$ cat src/rtl/dino_motion.sv
// Vertical motion and leg animation controller for the runner sprite.
// States: RUN = on ground | RISE = jump steps 0-31 | FALL = jump steps 32-63 | DEAD = frozen after collision
module dino_motion #(
    parameter logic [8:0] GROUND_Y = 9'd196,
    parameter int         LEG_DIV  = 8
) (
    input  logic       i_clk,
    input  logic       i_rst,
    input  logic       i_tick,
    input  logic       i_jump_req,
    input  logic       i_squat_req,
    input  logic       i_crash,
    input  logic       i_restart,
    output logic [8:0] o_dino_y,
    output logic       o_leg_sel,
    output logic       o_airborne,
    output logic       o_squatting,
    output logic       o_dead
);

    localparam int LEG_CW = (LEG_DIV > 2) ? $clog2(LEG_DIV) : 1;
    localparam logic [LEG_CW-1:0] LEG_LAST = LEG_CW'(LEG_DIV - 1);

    typedef enum logic [1:0] {
        RUN  = 2'd0,
        RISE = 2'd1,
        FALL = 2'd2,
        DEAD = 2'd3
    } state_t;

    state_t             r_state;
    logic [8:0]         r_dino_y;
    logic [5:0]         r_step;
    logic [LEG_CW-1:0]  r_leg_cnt;
    logic               r_leg_sel;
    logic               r_jump_buf;
    logic               r_squat;

    state_t             w_state_nxt;
    logic [8:0]         w_dino_y_nxt;
    logic [5:0]         w_step_nxt;
    logic [LEG_CW-1:0]  w_leg_cnt_nxt;
    logic               w_leg_sel_nxt;
    logic               w_jump_buf_nxt;
    logic               w_squat_nxt;
    logic [8:0]         w_dy;
    logic               w_buf_eff;

    // Magnitude of the per-tick displacement for the step about to be processed.
    always_comb begin
        w_dy = 9'd6;
        if (r_step < 6'd10)      w_dy = 9'd6;
        else if (r_step < 6'd20) w_dy = 9'd4;
        else if (r_step < 6'd44) w_dy = 9'd2;
        else if (r_step < 6'd54) w_dy = 9'd4;
        else                     w_dy = 9'd6;
    end

    assign w_buf_eff = r_jump_buf | (i_jump_req & (r_step >= 6'd54));

    always_comb begin
        w_state_nxt    = r_state;
        w_dino_y_nxt   = r_dino_y;
        w_step_nxt     = r_step;
        w_leg_cnt_nxt  = r_leg_cnt;
        w_leg_sel_nxt  = r_leg_sel;
        w_jump_buf_nxt = r_jump_buf;

        case (r_state)
            RUN: begin
                if (i_crash) begin
                    w_state_nxt    = DEAD;
                    w_jump_buf_nxt = 1'b0;
                end else if (i_jump_req) begin
                    w_state_nxt = RISE;
                    w_step_nxt  = 6'd0;
                end else if (i_tick) begin
                    if (r_leg_cnt == LEG_LAST) begin
                        w_leg_cnt_nxt = '0;
                        w_leg_sel_nxt = ~r_leg_sel;
                    end else begin
                        w_leg_cnt_nxt = r_leg_cnt + 1'b1;
                    end
                end
            end
            RISE: begin
                if (i_crash) begin
                    w_state_nxt    = DEAD;
                    w_jump_buf_nxt = 1'b0;
                end else if (i_tick) begin
                    w_dino_y_nxt = r_dino_y - w_dy;
                    w_step_nxt   = r_step + 6'd1;
                    if (r_step == 6'd31) w_state_nxt = FALL;
                end
            end
            FALL: begin
                if (i_crash) begin
                    w_state_nxt    = DEAD;
                    w_jump_buf_nxt = 1'b0;
                end else begin
                    w_jump_buf_nxt = w_buf_eff;
                    if (i_tick) begin
                        if (r_step == 6'd63) begin
                            // Landing snaps to ground exactly; a buffered jump relaunches at once.
                            w_dino_y_nxt   = GROUND_Y;
                            w_step_nxt     = 6'd0;
                            w_jump_buf_nxt = 1'b0;
                            w_state_nxt    = w_buf_eff ? RISE : RUN;
                        end else begin
                            w_dino_y_nxt = r_dino_y + w_dy;
                            w_step_nxt   = r_step + 6'd1;
                        end
                    end
                end
            end
            DEAD: begin
                w_jump_buf_nxt = 1'b0;
                if (!i_crash && i_restart) begin
                    w_state_nxt   = RUN;
                    w_dino_y_nxt  = GROUND_Y;
                    w_step_nxt    = 6'd0;
                    w_leg_cnt_nxt = '0;
                    w_leg_sel_nxt = 1'b0;
                end
            end
            default: begin
                w_state_nxt = RUN;
            end
        endcase
    end

    // Squat sprite follows the state being entered so a winning jump drops it immediately.
    assign w_squat_nxt = i_squat_req & (w_state_nxt == RUN);

    always_ff @(posedge i_clk) begin
        if (i_rst) begin
            r_state    <= RUN;
            r_dino_y   <= GROUND_Y;
            r_step     <= 6'd0;
            r_leg_cnt  <= '0;
            r_leg_sel  <= 1'b0;
            r_jump_buf <= 1'b0;
            r_squat    <= 1'b0;
        end else begin
            r_state    <= w_state_nxt;
            r_dino_y   <= w_dino_y_nxt;
            r_step     <= w_step_nxt;
            r_leg_cnt  <= w_leg_cnt_nxt;
            r_leg_sel  <= w_leg_sel_nxt;
            r_jump_buf <= w_jump_buf_nxt;
            r_squat    <= w_squat_nxt;
        end
    end

    assign o_dino_y    = r_dino_y;
    assign o_leg_sel   = r_leg_sel;
    assign o_airborne  = (r_state == RISE) || (r_state == FALL);
    assign o_squatting = r_squat;
    assign o_dead      = (r_state == DEAD);

endmodule

$ cat config.mk
export PLATFORM = sky130hd
export DESIGN_NAME = dino_motion
export DESIGN_NICKNAME = d
export VERILOG_FILES = /design/src/rtl/dino_motion.sv
export SDC_FILE = /design/constraint.sdc
export NUM_CORES = 1
export LEC_CHECK = 0
export ABC_AREA = 1
export CORE_MARGIN = 1
export CORE_UTILIZATION = 56
export CTS_CLUSTER_DIAMETER = 120
export DETAILED_ROUTE_END_ITERATION = 10
export GPL_TIMING_DRIVEN = 0
export HOLD_SLACK_MARGIN = 0.02
export PLACE_DENSITY = 0.8
export SLEW_MARGIN = 0
export SYNTH_ARGS = -nofsm -noshare
export SYNTH_HDL_FRONTEND = slang
export SYNTH_SLANG_ARGS = --single-unit
$ cat constraint.sdc
create_clock -name i_clk -period 2.8 [get_ports i_clk]
set_input_delay 0.56 -clock i_clk [delete_from_list [all_inputs] [get_ports i_clk]]
set_output_delay 0.56 -clock i_clk [all_outputs]
set_load 0.01 [all_outputs]
==> results.json <==
{
  "outcome": "finished, violations left",
  "violations": "DRC",
  "drtIter0Drc": 108,
  "clk_latency_ns": 0.32,
  "cts_tree": "built",
  "synth_nets": 289,
  "r2r_cells": 13,
  "place_hpwl_um": 2830,
  "area_delta_synth_final_pct": 13.9,
  "post-route-cell-area_um2": 1970,
  "yosysWarnings": 0,
  "max_cap_violations": 0,
  "holdWs_ns": 0.492,
  "die-area_um2": 3320,
  "hp-class": "flop to flop",
  "diodes": 0,
  "timing.critical_path.arrival_ns": 2.62,
  "postSynthCellCount": 267,
  "htreeDepth": 1,
  "sw_frac_of_total": 0.471,
  "setup_viol": 0,
  "placed_area_um2": 1950,
  "die_w_um": 57.6,
  "grt_antenna_before_repair": 0,
  "min_path_cells": 2,
  "viasPerCell": 5.42,
  "hp-start": "r_leg_cnt[1]",
  "fin_skew_ns": 0.00371,
  "worstPathMaxFanout": 6,
  "worstSetupPathType": "flop to flop",
  "first_pass_iters": 7,
  "dr_total_vias": 1728,
  "p_sw_w": 0.000718,
  "post_cts_resized": 0,
  "numPortBuffers": 18,
  "reg2reg_to": "o_dino_y[7]",
  "syn_area_um2": 1730,
  "hold_buffers": 0,
  "synth.distinct_cells": 29,
  "r2r_setup_slack_ns": 0.41,
  "cts_setup_buffers": 0,
  "cts_max_path_buffers": 2,
  "cts.sinks": 22,
  "p_leak_nw": 0.953,
  "max_freq_mhz": 418,
  "required_ns": 3.03,
  "ir_drop_uv": 421,
  "gp_congestion": 0.876,
  "nNetsFinal": 312,
  "track_usage": 0.249,
  "drv_slew": 0,
  "drive_gt1_frac": 0.0868,
  "start_util": 0.607,
  "power.density_nw_per_um2": 772,
  "ys_ff_latch": 22,
  "ios": 20,
  "overflow": 0,
  "clock-root-buffer": "clkbuf_4",
  "pre_cts_slack_ns": 0.405,
  "power_frac_seq": 0.305,
  "ys_seq_area_frac": 0.254,
  "p_int_w": 0.000807,
  "power_frac_clock": 0.101,
  "rows": 19,
  "start_kind": "flop",
  "cts_made_buffers": 3,
  "die_y_um": 57.6,
  "cts.clk_slew.worst_paths_ns": 0.13,
  "synth_area_per_cell_um2": 6.49,
  "final_cell_mix": "nand2_1, inv_1, nor2_1",
  "grt_start_max_net_pins": 12,
  "setup-tns-final_ns": 0,
  "endpoint_kind": "flop",
  "grt_pass1_vias": 1493,
  "period_needed_ns": 2.39,
  "drc_errors": 1,
  "drt.antenna.violating_nets": 0,
  "core_area_um2": 2850,
  "wl_per_cell_um": 11.6,
  "hold_viol": 0,
  "grt_pass1_wl_um": 6440,
  "reg2reg_from": "r_step[2]",
  "combPwrFrac": 0.594,
  "min_to": "r_leg_cnt[1]",
  "final_common_cell": "nand2_1",
  "fin_crit_sh": 0.854,
  "setup_slack_ns": 0.408,
  "rsz0062_at_grt": "no",
  "power_w": 0.00152,
  "wl_um": 3700
}
==> sequential cells by signal, indices dropped and copies added (netlist names) <==
signal       cells
o_squatting      1
r_state          2
r_leg_cnt        3
o_leg_sel        1
r_jump_buf       1
r_step           6
o_dino_y         8
==> layout make-up <==
class	count	area, um2
inverters	40	150
multi-input cells	198	1090
plain buffers	7	48.8
flip-flops and latches	22	440
fillers	268	878
repair buffers	18	180
well taps	31	38.8
clock buffers	3	22.5
==> cell usage after synthesis <==
cell type	n	share of area
a31oi_1	5	0.018
buf_6	2	0.013
or2_2	1	0.0036
o21ai_4	2	0.019
nand3_2	2	0.012
inv_2	3	0.0065
conb_1	1	0.0022
o21ai_0	18	0.052
a21boi_2	1	0.0065
nand2_2	2	0.0072
fa_1	2	0.023
xor2_1	4	0.020
buf_2	3	0.0087
nor2_1	26	0.056
nor3_1	8	0.023
nor2_2	2	0.0072
inv_1	37	0.080
buf_4	1	0.0043
clkbuf_1	1	0.0022
nand3_1	17	0.049
ha_1	13	0.094
dfxtp_1	22	0.25
o21ai_2	1	0.0051
nand4_1	2	0.0072
a21oi_1	22	0.064
nand2_1	65	0.14
o31ai_1	1	0.0043
nor2_4	2	0.013
o211ai_1	1	0.0043
==> stage by stage <==
stage,util,std cells
final,0.692,319
after global placement,0.684,316
after CTS,0.692,319
after floorplan,-,267
after detailed placement,0.684,316
after global routing,0.692,319
==> power groups by stage <==
stage	Clock, W	Sequential, W	Combinational (W)
4_1_cts	0.000160	0.000466	0.000902
5_1_grt	0.000173	0.000480	0.00103
6_report	0.000153	0.000465	0.000906
2_1_floorplan	0	0.000484	0.000614
3_3_place_gp	0	0.000472	0.000886
3_5_place_dp	0	0.000474	0.000899
==> per-layer routing <==
| metal | share of wire | wire [um] | track usage |
|---|---|---|---|
| met1 | 0.48 | 1770 | 0.337 |
| met2 | 0.45 | 1670 | 0.405 |
| met3 | 0.056 | 208 | 0.0313 |
| met4 | 0.015 | 55 | 0.0976 |
| met5 | 0 | 0 | 0 |
==> critical path, cell delays in order, from the launching register on <==
cell and delay [ns]:
dfxtp_1 0.46, inv_1 0.09, o21ai_0 0.16, nand2_1 0.16
nand2_1 0.16, ha_1 0.18, inv_1 0.05, fa_1 0.40
nor3_1 0.22, nand2_1 0.11, xor2_1 0.14, nand2_1 0.06
nand2_1 0.07, nand2_1 0.04
==> worst max path at each step <==
stage	from	slack (ns)	cells past startpoint	endpoint
detailed placement	r_step[2]	0.40	13	o_dino_y[7]
floorplan	r_step[2]	0.68	13	o_dino_y[7]
global route	r_step[2]	0.12	13	o_dino_y[7]
finish	r_step[2]	0.41	13	o_dino_y[7]
global placement	r_step[2]	0.41	13	o_dino_y[7]
CTS	r_step[2]	0.39	13	o_dino_y[7]
==> cells by family after synthesis <==
logic type / Yosys count / synth area share
AOI/OAI and AO/OA: 51 / 0.173
and+or+nand+nor: 127 / 0.319
other: 1 / 0.00216
xor gates and xnor gates: 4 / 0.0202
buffers and inverters: 47 / 0.115
adders and majority gates: 15 / 0.117
DFF: 22 / 0.254
Note: power is estimated with default switching activity, not from simulation.
